File: src/rtl/store_commit_queue.sv
// store_commit_queue: post-commit store FIFO sharing the data-cache port with loads
module store_commit_queue #(
    parameter int SQ_DEPTH = 4
) (
    input  logic        clk,
    input  logic        rst,
    input  logic        st_write,
    input  logic        st_new,
    input  logic [31:0] st_addr,
    input  logic [31:0] st_wdata,
    input  logic [3:0]  st_byte_en,
    output logic        st_resp,
    input  logic        flush,
    input  logic        ld_req,
    input  logic [31:0] ld_addr,
    output logic        ld_resp,
    output logic [31:0] ld_rdata,
    output logic        dc_read,
    output logic        dc_write,
    output logic [31:0] dc_addr,
    output logic [31:0] dc_wdata,
    output logic [3:0]  dc_byte_en,
    input  logic [31:0] dc_rdata,
    input  logic        dc_resp,
    output logic        sq_empty
);
    localparam int AW = $clog2(SQ_DEPTH);
    localparam int CW = AW + 1;
    localparam logic [CW-1:0] FULL = CW'(SQ_DEPTH);
    typedef enum logic [1:0] {IDLE, LOAD, STORE} state_t;
    logic [31:0] addr_q [SQ_DEPTH];
    logic [31:0] wdata_q [SQ_DEPTH];
    logic [3:0] be_q [SQ_DEPTH];
    logic [SQ_DEPTH-1:0] valid_q, valid_d;
    logic [AW-1:0] head_q, tail_q;
    logic [CW-1:0] count_q, count_d;
    logic st_pend_q, st_resp_q, ld_kill_q;
    state_t state_q;
    logic enq, deq, ld_hit, go_load;
    assign deq = state_q == STORE && dc_resp;
    assign enq = st_write && (st_new || st_pend_q) && (count_q != FULL || deq);
    assign go_load = ld_req && !ld_hit && !flush && count_q != FULL;
    assign st_resp = st_resp_q;
    assign ld_resp = state_q == LOAD && dc_resp && !ld_kill_q && !flush;
    assign ld_rdata = ld_resp ? dc_rdata : '0;
    assign sq_empty = count_q == '0 && state_q != STORE;
    // a load is blocked while any queued store targets the same word
    always_comb begin
        ld_hit = 1'b0;
        for (int i = 0; i < SQ_DEPTH; i++)
            ld_hit = ld_hit | (valid_q[i] && addr_q[i][31:2] == ld_addr[31:2]);
    end
    // next occupancy; a freed head slot may be refilled in the same cycle
    always_comb begin
        valid_d = valid_q;
        if (deq) valid_d[head_q] = 1'b0;
        if (enq) valid_d[tail_q] = 1'b1;
        count_d = count_q + CW'(enq) - CW'(deq);
    end
    // queue pointers, pending-store flag and ROB ack
    always_ff @(posedge clk) begin
        if (rst) begin
            head_q <= '0;
            tail_q <= '0;
            count_q <= '0;
            valid_q <= '0;
            st_pend_q <= 1'b0;
            st_resp_q <= 1'b0;
        end else begin
            head_q <= deq ? head_q + AW'(1) : head_q;
            tail_q <= enq ? tail_q + AW'(1) : tail_q;
            count_q <= count_d;
            valid_q <= valid_d;
            st_pend_q <= enq ? 1'b0 : st_pend_q | (st_write && st_new);
            st_resp_q <= enq;
        end
    end
    // entry payload storage, qualified by valid_q
    always_ff @(posedge clk) begin
        if (enq) begin
            addr_q[tail_q] <= st_addr;
            wdata_q[tail_q] <= st_wdata;
            be_q[tail_q] <= st_byte_en;
        end
    end
    // cache-port arbiter with registered request outputs held until dc_resp
    always_ff @(posedge clk) begin
        if (rst) begin
            state_q <= IDLE;
            ld_kill_q <= 1'b0;
            dc_read <= 1'b0;
            dc_write <= 1'b0;
            dc_addr <= '0;
            dc_wdata <= '0;
            dc_byte_en <= '0;
        end else begin
            case (state_q)
                IDLE: begin
                    if (go_load) begin
                        state_q <= LOAD;
                        dc_read <= 1'b1;
                        dc_addr <= ld_addr;
                        dc_wdata <= '0;
                        dc_byte_en <= 4'b1111;
                    end else if (count_q != '0) begin
                        state_q <= STORE;
                        dc_write <= 1'b1;
                        dc_addr <= addr_q[head_q];
                        dc_wdata <= wdata_q[head_q];
                        dc_byte_en <= be_q[head_q];
                    end
                end
                LOAD: begin
                    if (flush) ld_kill_q <= 1'b1;
                    if (dc_resp) begin
                        state_q <= IDLE;
                        ld_kill_q <= 1'b0;
                        dc_read <= 1'b0;
                        dc_addr <= '0;
                        dc_byte_en <= '0;
                    end
                end
                STORE: begin
                    if (dc_resp) begin
                        state_q <= IDLE;
                        dc_write <= 1'b0;
                        dc_addr <= '0;
                        dc_wdata <= '0;
                        dc_byte_en <= '0;
                    end
                end
                default: state_q <= IDLE;
            endcase
        end
    end
endmodule

File: config.mk
export PLATFORM = sky130hd
export DESIGN_NAME = store_commit_queue
export DESIGN_NICKNAME = d
export VERILOG_FILES = /design/src/rtl/store_commit_queue.sv
export SDC_FILE = /design/constraint.sdc
export NUM_CORES = 1
export LEC_CHECK = 0
export CORE_MARGIN = 2
export CORE_UTILIZATION = 37
export DETAILED_ROUTE_END_ITERATION = 10
export PLACE_DENSITY = 0.67
export RECOVER_POWER = 25
export SLEW_MARGIN = 20
export SYNTH_ARGS = -nofsm -noshare
export SYNTH_HDL_FRONTEND = slang
export SYNTH_SLANG_ARGS = --single-unit
File: constraint.sdc
create_clock -name clk -period 4.9 [get_ports clk]
set_input_delay 1.47 -clock clk [delete_from_list [all_inputs] [get_ports clk]]
set_output_delay 1.47 -clock clk [all_outputs]
set_load 0.01 [all_outputs]
# --- Yosys cells after proc, flatten, opt, wreduce, memory -nomap -nowiden ---
# Memory sizes are Yosys's and may differ from the RTL's. A register that Yosys moved wholly into a read port is not among the register bits.
# Cells that the tools add are included.
word_totals:
  memories: 3
  output_inout_bits: 105
  word_cells: 121
  regBits: 86
  input_bits: 139
  ram_bits: 272
memory_table:
  columns: ["name", "words", "word_bits", "rd", "rd_clocked_by_memory_dff", "write_ports", "line_no", "source"]
  rows:
  - ["addr_q", 4, 32, 5, 1, 1, "31", "logic [31:0] addr_q [SQ_DEPTH];"]
  - ["wdata_q", 4, 32, 1, 1, 1, "32", "logic [31:0] wdata_q [SQ_DEPTH];"]
  - ["be_q", 4, 4, 1, 1, 1, "33", "logic [3:0] be_q [SQ_DEPTH];"]
classes:
  bitwise: 7
  order_cmp: 4
  add_sub_neg: 4
  muxes: 38
  n_reduce_logical: 37
  n_eq_ne: 15
op_table:
  columns: ["op", "n"]
  rows:
  - ["32-bit two-way mux", 6]
  - ["32-bit one-hot mux with 2 select lines", 2]
  - ["30-bit == test", 4]
  - ["4-bit two-way mux", 5]
  - ["2-bit two-way mux", 9]
  - ["1-bit logical AND", 17]
  - ["2-bit inequality test, second input constant", 6]
  - ["1-bit two-way mux", 10]
  - ["3-bit AND reduction", 3]
  - ["4-bit one-hot mux with 2 select lines", 1]
  - ["2-bit nonzero test", 4]
  - ["2-bit by 3-bit < comparator with 1-bit output, second input constant", 2]
  - ["3-bit inequality test, second input constant", 2]
  - ["2-bit by 1-bit adder with 2-bit output, second input constant", 2]
  - ["4-bit AND", 1]
  - ["1-bit demux with 2-bit select", 2]
  - ["2-bit by 1-bit greater-or-equal comparator with 1-bit output, second input constant", 2]
  - ["4-bit NOT", 1]
  - ["1-bit bitwise OR", 4]
  - ["4-bit bitwise OR", 1]
  - ["1-bit one-hot mux with 2 select lines", 2]
  - ["2-bit one-hot mux with 2 select lines", 1]
  - ["2-bit AND reduction", 2]
  - ["4-bit AND reduction", 1]
  - ["11 further kinds", 15]

# --- Depth between registers and ports, before layout ---
# Gate-level depths: netlist of run 1.
depth:
  depth_word: 11
  ltp_mapped: 13

# --- Least setup slack after synthesis of run 1 ---
# Ideal clock, no wire load.
synth_path:
  path_type: "input -> register"
  startpoint: "in dc_resp"
  endpoint: "mem addr_q[1][0] (enable)"
  t_required_ns: 4.466
  setup_ns: 0.434
  t_arrival_ns: 3.718
  path_stages: 3
  path_slack_ns: 0.748
  cell_sequence: "nand2_1 > a31oi_1 > and2_1"
synth_between:
  elab_chain_cells: 5
synth_rtl:
  columns: ["item", "line_no", "source"]
  rows:
  - ["from (decl)", "24", "input logic dc_resp,"]
  - ["1-bit logical AND", "40", "assign deq = state_q == STORE && dc_resp;"]
  - ["1-bit logical OR", "41", "assign enq = st_write && (st_new || st_pend_q) && (count_q != FULL || deq);"]
  - ["1-bit logical AND", "41", null]
  - ["1-bit two-way mux", "80", "if (enq) begin"]
  - ["1-bit two-way mux (implied by the code)", "81", "addr_q[tail_q] <= st_addr;"]
  - ["to (decl)", "31", null]
# Every way passes these cells.

# --- Worst setup path in the final report of run 1 ---
layout_path:
  startpoint: "in dc_resp"
  endpoint: "out ld_rdata[16]"
layout_between:
  elab_chain_cells: 4
layout_rtl:
  columns: ["item", "line_no", "source"]
  rows:
  - ["1-bit logical AND (3 in a row)", "44", "assign ld_resp = state_q == LOAD && dc_resp && !ld_kill_q && !flush;"]
  - ["32-bit two-way mux", "45", "assign ld_rdata = ld_resp ? dc_rdata : '0;"]
  - ["to (decl)", "17", "output logic [31:0] ld_rdata,"]
# Every way passes these cells.

==> results of run 1 <==
where the power goes:
group	internal (mW)	switching, mW
Sequential	3.69	0.266
Combinational	1.24	1.23
Clock	1.77	1.17
synth_stat cells, types with 2 or more instances:
cell type	n	area share, %
dfxtp_1	88	11
inv_1	14	0.33
nand2b_1	67	2.7
buf_2	17	0.54
nor2_1	15	0.36
xor2_1	12	0.67
nor3_1	4	0.13
nand3b_1	32	1.5
mux2i_1	32	2.0
o22ai_1	32	1.3
a31oi_1	2	0.079
nand2_1	11	0.26
edfxtp_1	272	52
o32ai_1	4	0.22
ha_1	14	1.1
nor4_1	10	0.40
buf_6	24	1.7
nor2b_1	2	0.079
o21ai_0	2	0.063
nand4_1	28	1.1
and2_1	36	1.4
a211oi_1	3	0.14
a21oi_1	49	1.6
xnor2_1	111	6.2
mux4_2	68	9.7
nand3_1	3	0.095
clkbuf_1	45	1.1
a21boi_0	32	1.5
logic make-up after synthesis:
logic type / count (synthesis) / share of synthesized area (%)
multiplexers: 100 / 11.73
XOR/XNOR: 124 / 6.929
AND/OR/NAND/NOR: 211 / 8.189
AO/OA/AOI/OAI: 130 / 5.248
flip-flops: 360 / 62.91
buffers and inverters: 103 / 3.750
adder cells (fa/ha/maj): 15 / 1.237
tightest hold or removal path: stages, from the launching register on:
cell and delay [ns]:
dfxtp_1 0.31, nand2b_1 0.06, mux2i_1 0.06
flip-flops by register name (all words and copies together), names as in the netlist, 2 cells and up, named ones only:
signal      flops
dc_byte_en      4
addr_q        128
dc_wdata       32
wdata_q       128
be_q           16
tail_q          2
dc_addr        32
count_q         3
head_q          2
state_q         2
valid_q         4
per-stage QoR:
step                      instance area [sq um]  total power, mW  util (%)
after floorplan                           15780            5.412         -
after global placement                    18660            6.487     44.38
after detailed placement                  18660            6.522     44.38
after CTS                                 19950            9.495     47.45
after global routing                      19980            9.803     47.52
final                                     19980            9.372     47.54
worst paths after layout:
| path | start | endpoint |
|---|---|---|
| setup / recovery | dc_resp | ld_rdata[16] |
| hold / removal | dc_wdata[21] | dc_wdata[21] |
| setup reg to reg | state_q[0] | count_q[2] |
| hold reg to reg | dc_wdata[21] | dc_wdata[21] |
final cells by class:
class                      count  area [sq um]  share of cell area [%]
sequential                   360          9937                   49.72
multi-input combinational    580          5298                   26.51
timing repair buffer         269          2718                   13.60
clock buffer                  58          1140                   5.704
tap                          539         674.4                   3.375
clock inverter                14         153.9                  0.7701
inverter                      15         56.30                  0.2817
antenna                        3         7.507                 0.03757
routing by layer:
metal | wire length, um | part of all wire, %
met5 | 0 | 0
met4 | 896 | 2.2
met3 | 2525 | 6.1
met1 | 17720 | 43
met2 | 20180 | 49
==> qor.yml, run 1 <==
power_and_ir_drop:
  p_per_area_nw_per_um2: 469.0
  vdd.ir_drop.worst_mv: 0.3340
  p_leak_nw: 6.476
routing:
  drt_iter0_markers: 545
  drcViolationCount: 0
  antenna_left: 0
  firstDrtPassIters: 4
  drt-total-wl_um: 41330
  via_per_inst: 5.209
  via_count: 9574
  wire_per_inst_um: 22.48
timing:
  fmax_ghz: 0.2158
  post-route-min-period_ns: 4.634
  whs_ns: 0.4764
  setup_violations: 0
  slew_violations: 0
  fin_skew_ns: 0.01114
  rsz0062_at_grt: "false"
  tightest_slew_ns: 0.9557
  period_share_pct: 94.58
  hold_violations: 0
  final.setup.tns_ns: 0
  relSlewSlack_pct: 36.29
  fin_ws_ns: 0.2658
global_routing:
  gr-total-overflow: 0
  grt_pass1_wl_um: 61560
  grt_max_degree: 71
  grt_use_met2_pct: 31.38
  gr-usage-met1_pct: 24.76
  top_usage_layer: "met2"
  grt_pass1_vias: 9865
  use_met3_pct: 3.531
  grt.total_usage_pct: 18.65
  antenna_found_initial: 3
worst_setup_path:
  worst-path-stages: 6
  cp-end-kind: "primary output"
  path_delay_family: "buffers and inverters"
  start_kind: "input pin"
  arrival_ns: 3.16
  worstPathCellList: "clkdlybuf4s50_1 > nand2_1 > nor3_2 > buf_12 > and2_1 > clkdlybuf4s50_1"
  critPathBufInv: 3
  critPathRequiredTime_ns: 3.43
  critPathMaxFanout: 33
  crit_type: "in2out"
  critPathMostFrequentCell: "clkdlybuf4s50_1"
  r2r_cells: 14
  r2r_setup_slack_ns: 2.06
  critPathSlowestCell: "clkdlybuf4s50_1"
  max_stage_delay_ns: 0.54
run:
  drv_cap: 0
floorplanning:
  start_util_pct: 37.54
  floorplan.die.width_um: 210.5
  die-area_sq_um: 44320
  core_area_sq_um: 42040
  dieHeight_um: 210.5
  rows: 75
  boundaryPins: 244
clocking:
  cts_tree: "yes"
  clk_pin_slew_ns: 0.06
  cts_max_level: 2
  cts.repair.resized: 0
  cts_buffers: 40
  clk_latency_ns: 0.53
  cts.sinks: 360
  cts_buffer_depth: 3
  holdBufCountCts: 0
  cts-root-buf: "clkbuf_16"
  postCtsSetupBuffers: 0
final_layout:
  layout-drive-gt1-share_pct: 12.96
  area_growth_pct: 26.62
  fillers: 3643
  nNetsFinal: 1420
  instances_no_fill: 1838
  final_cell_mix: "edfxtp_1, clkdlybuf4s50_1, xnor2_1"
  final_common_cell: "edfxtp_1"
placed_design:
  hpwl_um: 27530
  io_buffers: 243
  place_ws_ns: 0.2520
  dp.cells: 1762
  place_congestion: 0.8267
synth:
  synth_cells: 1043
  synth_nets: 1197
  ys_async_sr_fraction_pct: 0
  synthFlopType: "edfxtp_1"
  synth.avg_cell_area_sq_um: 15.13
  yosysSeqAreaShare_pct: 62.91
  yosys_warnings: 0
  synth_edf_count: 272
  netlist_area_sq_um: 15780
  synth_cell_types: 42
  ys_ff_latch: 360
run_status:
  status: "finished clean"
min_path:
  whs_path_depth: 2
  min_path_type: "reg2reg"
(Power assumes the default switching activity.)
==> inputs of run 2 (changes only) <==
--- a/config.mk
+++ b/config.mk
@@ -8,6 +8,7 @@
 export CORE_MARGIN = 2
 export CORE_UTILIZATION = 37
 export DETAILED_ROUTE_END_ITERATION = 10
+export HOLD_SLACK_MARGIN = 0.08
 export PLACE_DENSITY = 0.67
 export RECOVER_POWER = 25
 export SLEW_MARGIN = 20
==> results of run 2 <==
Same layout as run 1: the final DEF is identical, and so are final timing and power.
